[src/rtl/data_memory_ctrl.sv]
// ============================================================================
// data_memory_ctrl
//
// Synchronous single-port data memory for the CPU datapath. Reads come back
// one cycle after the request, together with a valid strobe. Accesses to
// addresses at or beyond DEPTH are suppressed and flagged. The whole array
// can be erased by a one-word-per-cycle sweep, during which the block reports
// busy and ignores read/write requests.
//
// Parameters:
//   DATA_WIDTH     word width in bits
//   ADDR_WIDTH     address bus width in bits
//   DEPTH          number of words (1 <= DEPTH <= 2**ADDR_WIDTH)
//   CLEAR_ON_RESET 1: reset starts an erase sweep, 0: reset keeps contents
//
// Ports:
//   clk            rising-edge clock
//   clear          synchronous active-high reset
//   address        word address for a read or write
//   data_to_write  write data
//   writeif        write request
//   readif         read request
//   wipe           request a full-array erase sweep
//   output_data    registered read data
//   read_valid     output_data belongs to the read accepted on the last edge
//   busy           erase sweep in progress, requests are not accepted
//   addr_error     the access accepted on the last edge was out of range
// ============================================================================
module data_memory_ctrl #(
    parameter int DATA_WIDTH     = 16,
    parameter int ADDR_WIDTH     = 16,
    parameter int DEPTH          = 100,
    parameter bit CLEAR_ON_RESET = 1'b1
) (
    input  logic                  clk,
    input  logic                  clear,
    input  logic [ADDR_WIDTH-1:0] address,
    input  logic [DATA_WIDTH-1:0] data_to_write,
    input  logic                  writeif,
    input  logic                  readif,
    input  logic                  wipe,
    output logic [DATA_WIDTH-1:0] output_data,
    output logic                  read_valid,
    output logic                  busy,
    output logic                  addr_error
);

    // Array index width; a single-word memory still needs a 1-bit index.
    localparam int IDX_W = (DEPTH > 1) ? $clog2(DEPTH) : 1;

    // DEPTH may equal 2**ADDR_WIDTH, so the bound needs one extra bit to
    // keep the range check a plain unsigned compare.
    localparam logic [ADDR_WIDTH:0] DEPTH_EXT = (ADDR_WIDTH + 1)'(DEPTH);
    localparam logic [IDX_W-1:0]    LAST_IDX  = IDX_W'(DEPTH - 1);

    typedef enum logic {
        ST_IDLE  = 1'b0,
        ST_ERASE = 1'b1
    } state_e;

    // Storage: one write port, read result captured into output_data_q.
    logic [DATA_WIDTH-1:0] mem [DEPTH];

    state_e                state_q, state_d;
    logic [IDX_W-1:0]      ptr_q, ptr_d;
    logic [DATA_WIDTH-1:0] output_data_q, output_data_d;
    logic                  read_valid_q, read_valid_d;
    logic                  addr_error_q, addr_error_d;

    logic                  in_range;
    logic [IDX_W-1:0]      idx;
    logic                  mem_we;
    logic [IDX_W-1:0]      mem_waddr;
    logic [DATA_WIDTH-1:0] mem_wdata;

    // Range check on the full unsigned address; only a passing address is
    // allowed to drive the array index, otherwise the index is parked at 0.
    always_comb begin
        in_range = ({1'b0, address} < DEPTH_EXT);
        idx      = in_range ? address[IDX_W-1:0] : '0;
    end

    // Next-state logic. In IDLE a wipe wins over any read/write in the same
    // cycle. A read and write to the same word return the old contents
    // because the read value is taken from the array before the edge that
    // performs the write. In ERASE the sweep pointer drives the write port.
    always_comb begin
        state_d       = state_q;
        ptr_d         = ptr_q;
        output_data_d = output_data_q;
        read_valid_d  = 1'b0;
        addr_error_d  = 1'b0;
        mem_we        = 1'b0;
        mem_waddr     = idx;
        mem_wdata     = data_to_write;

        case (state_q)
            ST_IDLE: begin
                if (wipe) begin
                    state_d = ST_ERASE;
                    ptr_d   = '0;
                end else begin
                    if (writeif || readif) begin
                        addr_error_d = !in_range;
                    end
                    if (readif) begin
                        read_valid_d  = 1'b1;
                        output_data_d = in_range ? mem[idx] : '0;
                    end
                    if (writeif && in_range) begin
                        mem_we = 1'b1;
                    end
                end
            end

            ST_ERASE: begin
                mem_we    = 1'b1;
                mem_waddr = ptr_q;
                mem_wdata = '0;
                if (ptr_q == LAST_IDX) begin
                    state_d = ST_IDLE;
                    ptr_d   = '0;
                end else begin
                    ptr_d = ptr_q + IDX_W'(1);
                end
            end

            default: begin
                state_d = ST_IDLE;
                ptr_d   = '0;
            end
        endcase
    end

    // Control and output registers. Reset overrides everything, including
    // a sweep in progress, which therefore restarts from word 0.
    always_ff @(posedge clk) begin
        if (clear) begin
            state_q       <= CLEAR_ON_RESET ? ST_ERASE : ST_IDLE;
            ptr_q         <= '0;
            output_data_q <= '0;
            read_valid_q  <= 1'b0;
            addr_error_q  <= 1'b0;
        end else begin
            state_q       <= state_d;
            ptr_q         <= ptr_d;
            output_data_q <= output_data_d;
            read_valid_q  <= read_valid_d;
            addr_error_q  <= addr_error_d;
        end
    end

    // Array write port, kept free of reset so it maps onto a RAM primitive.
    // A reset cycle never writes, so contents survive when no sweep follows.
    always_ff @(posedge clk) begin
        if (mem_we && !clear) begin
            mem[mem_waddr] <= mem_wdata;
        end
    end

    assign output_data = output_data_q;
    assign read_valid  = read_valid_q;
    assign addr_error  = addr_error_q;
    assign busy        = (state_q == ST_ERASE);

endmodule

[config.mk]
export PLATFORM = sky130hd
export DESIGN_NAME = data_memory_ctrl
export DESIGN_NICKNAME = d
export VERILOG_FILES = /design/src/rtl/data_memory_ctrl.sv
export SDC_FILE = /design/constraint.sdc
export NUM_CORES = 2
export LEC_CHECK = 0
export ABC_AREA = 1
export CAP_MARGIN = 20
export CORE_ASPECT_RATIO = 1.1
export CORE_MARGIN = 2
export CORE_UTILIZATION = 30
export CTS_BUF_LIST = sky130_fd_sc_hd__clkbuf_8
export CTS_CLUSTER_DIAMETER = 80
export CTS_CLUSTER_SIZE = 12
export DETAILED_ROUTE_END_ITERATION = 6
export PLACE_DENSITY = 0.43
export SLEW_MARGIN = 20
export SYNTH_ARGS = -nofsm -noshare
export SYNTH_HDL_FRONTEND = slang
export SYNTH_SLANG_ARGS = --single-unit
[constraint.sdc]
create_clock -name clk -period 11.9 [get_ports clk]
set_clock_uncertainty 0.2 [all_clocks]
set_input_delay 1.19 -clock clk [delete_from_list [all_inputs] [get_ports clk]]
set_output_delay 1.19 -clock clk [all_outputs]
set_load 0.03 [all_outputs]
==> impl_metrics.yaml <==
cts:
  root_buffer: "clkbuf_8"
  cts_hold_buf: 0
  clockBufferDepth: 3
  cts_resized: 0
  htreeDepth: 4
  post_cts_buffers: 0
  clock_latency_ns: 0.96
  cts_tree: "yes"
  clock-sinks: 1626
  clk_pin_slew_worst_paths_ns: 0.09
  cts_buffers: 154
routing:
  routedWlPerCell_um: 25.8
  via_per_inst: 5.16
  routed_wirelength_um: 223000
  drt_iter0_drc: 4592
  ant_nets: 0
  first_pass_iters: 6
  routed-via-count: 44500
  drc: 0
finish:
  fin_util: 0.331
  syn_to_final_growth_pct: 9.63
  drive_gt1_frac: 0.0719
  fillers: 22100
  final_cells: 8637
  fin_nets: 5707
  multi_input_area_um2: 16200
  seqCellArea_um2: 48600
global_routing:
  grt_pass1_vias: 42500
  antenna_found_initial: 3
  gr-total-overflow: 0
  grt_pass1_wl_um: 321000
  grt_max_degree: 172
  globalRouteTotalUtil: 0.194
timing:
  slew_headroom: 0.265
  tightest_slew_ns: 1.10
  report.final.hold_viol_count: 0
  worst_slack_ns: 5.55
  max_clock_freq_ghz: 0.157
  period_share: 0.534
  drv_slew: 0
  grt_setup_unrepaired: "no"
  min_period_ns: 6.35
  tns_ns: 0
  final-setup-viol-count: 0
yosys:
  synthesis.area_um2: 66900
  syn-num-nets: 5723
  yosysUniqueCellTypes: 31
  yosysTopAreaCellShare: 0.719
  synth-main-ff-cell: "edfxtp_1"
  ys.warnings.count: 0
  synth_area_leader_cell: "edfxtp_1"
  synth-async-reset-ratio: 0
  synth_edf_count: 1600
  synthCells: 5685
  syn_area_per_cell_um2: 11.8
  yosysSeqAreaShare: 0.726
  netlist_top_cells_area: "edfxtp_1 (72%), nand3_1 (11%), nand2_1 (8.8%)"
  ys_ff_latch: 1626
floorplan:
  die_h_um: 499
  num_io_pins: 56
  start_util: 0.302
  die_w_um: 454
  core-area_um2: 221000
  std_cell_rows: 181
  die_area_um2: 227000
pwr:
  p_per_area_nw_per_um2: 130
  p_leak_nw: 26.0
  power_w: 0.00954
  irDropWorstVdd_v: 0.000107
critical_path:
  slowest_delay_ns: 0.71
  crit_type: "in2reg"
  cp_slowest_cell: "buf_4"
  critical_path.top_delay_family: "buffers and inverters"
  worstPathArrival_ns: 6.99
  path_cells: "clkdlybuf4s50_1, nand2_1, inv_1, nand2_8, buf_4, nand3_4, buf_4, buf_4, buf_4, nand3_1, nand3_1, nand3_1, nand3_1, nand3_1, nand2_1, nand2_1, nand2_1, a21oi_1"
  required_ns: 12.54
  worstSetupEndpointType: "flop"
  cp-start-kind: "input pin"
  worstPathMaxFanout: 80
  crit_buf_inv: 6
  crit_path_frequent_cell: "nand3_1"
placement:
  post-place-ws_ns: 4.62
  dp_cells: 8441
  dpl.hpwl_um: 122000
  place.port_buffers: 55
  routabilityCongestion: 0.823
run_status:
  status: "complete, no violations"
hold_path:
  hp-class: "reg2reg"
job:
  drv_cap: 0
-- Yosys cell counts (2+ instances only) --
library cell and instances:
nor4_1 2, edfxtp_1 1600, nand2_1 1561, buf_4 10
o22ai_1 2, nand4_1 257, nor2_4 2, xor2_1 4
o21ai_1 3, nor2_1 179, nand3_1 1453, clkbuf_1 145
buf_2 216, o21ai_2 2, nand3_2 5, nor2_2 3
inv_1 101, dfxtp_1 26, nand2_2 2, buf_6 8
a31oi_1 16, o21ai_0 3, inv_2 8, nor3_1 5
buf_1 32, a21oi_1 35
-- metrics by stage --
stage	hold WS [ns]	area [um^2]
2_1_floorplan	0.275	66900
3_3_place_gp	0.328	70900
3_5_place_dp	0.326	70900
4_1_cts	0.340	73300
5_1_grt	0.359	73300
6_report	0.337	73300
-- registers in the layout (all words and copies together), names as in the netlist --
signal and flops:
busy 1, read_valid 1, output_data 16, addr_error 1, mem 1600, ptr_q 7
-- worst reg2reg max path, stage by stage (launching register included) --
cell	delay, ns
dfxtp_2	0.33
buf_4	0.50
nand2_1	0.21
o21ai_2	0.19
inv_2	0.06
nor2_2	0.18
nand3_2	0.65
nor2_2	1.13
-- final cells by class --
cell class / instances / share of cell area
Antenna cell: 4 / 0.000137
Timing Repair Buffer: 239 / 0.0280
Sequential cell: 1626 / 0.663
Clock buffer: 155 / 0.0291
Tap cell: 2928 / 0.0500
Clock inverter: 37 / 0.00355
Inverter: 110 / 0.00596
Multi-Input combinational cell: 3538 / 0.221
-- report_power, final --
group / internal [W] / switching, W / total (W)
combinational: 0.0000390 / 0.000132 / 0.000171
sequential: 0.00619 / 0.00000328 / 0.00620
clock: 0.00120 / 0.00197 / 0.00318
-- final timing paths --
| path | startpoint | endpoint | slack (ns) | cells past startpoint |
|---|---|---|---|---|
| worst max-delay path | address[6] | output_data[15]$_SDFFE_PP0P_ | 5.55 | 18 |
| worst min-delay path | ptr_q[0]$_SDFFE_PP0P_ | ptr_q[0]$_SDFFE_PP0P_ | 0.34 | 1 |
| worst max register to register | busy$_SDFF_PP1_ | mem[20][6]$_DFFE_PP_ | 8.06 | 7 |
| worst min register to register | ptr_q[0]$_SDFFE_PP0P_ | ptr_q[0]$_SDFFE_PP0P_ | 0.34 | 1 |
-- cell families (layout without fill, tap and decap cells) --
family | after synthesis | count (layout) | synth area share
buffers and inverters | 521 | 541 | 0.0348
AO/OA/AOI/OAI | 63 | 63 | 0.00539
AND/OR/NAND/NOR | 3469 | 3469 | 0.233
flip-flops | 1626 | 1626 | 0.726
adder cells (fa/ha/maj) | 1 | 1 | 0.000187
other | 0 | 4 | 0
XOR/XNOR | 4 | 4 | 0.000524
multiplexers | 1 | 1 | 0.000150
-- layer usage --
| metal | GRT usage | part of all wire | up-vias |
|---|---|---|---|
| li1 | - | - | 20200 |
| met1 | 0.276 | 0.45 | 22700 |
| met2 | 0.312 | 0.47 | 1308 |
| met3 | 0.0243 | 0.051 | 237 |
| met4 | 0.0476 | 0.022 | 0 |
| met5 | 0 | 0 | - |
-- cells in the final DEF, fill, tap and decap left out, types with 2 or more instances in the layout --
cell	instances
edfxtp_1	1600
nand2_1	1561
nand3_1	1450
nand4_1	257
buf_4	175
nor2_1	158
clkbuf_8	155
inv_1	120
clkdlybuf4s50_1	54
a21oi_1	35
dfxtp_1	25
nor2_4	19
a31oi_1	16
buf_12	9
nor2_2	7
inv_2	6
inv_8	6
inv_6	6
nand3_2	5
diode_2	4
clkinv_8	4
xor2_1	4
nand3_4	3
o21ai_1	3
o21ai_0	3
nor3_1	3
o21ai_2	2
nor3_2	2
nor4_2	2
o22ai_1	2
Note: power is estimated with default switching activity, not from simulation.
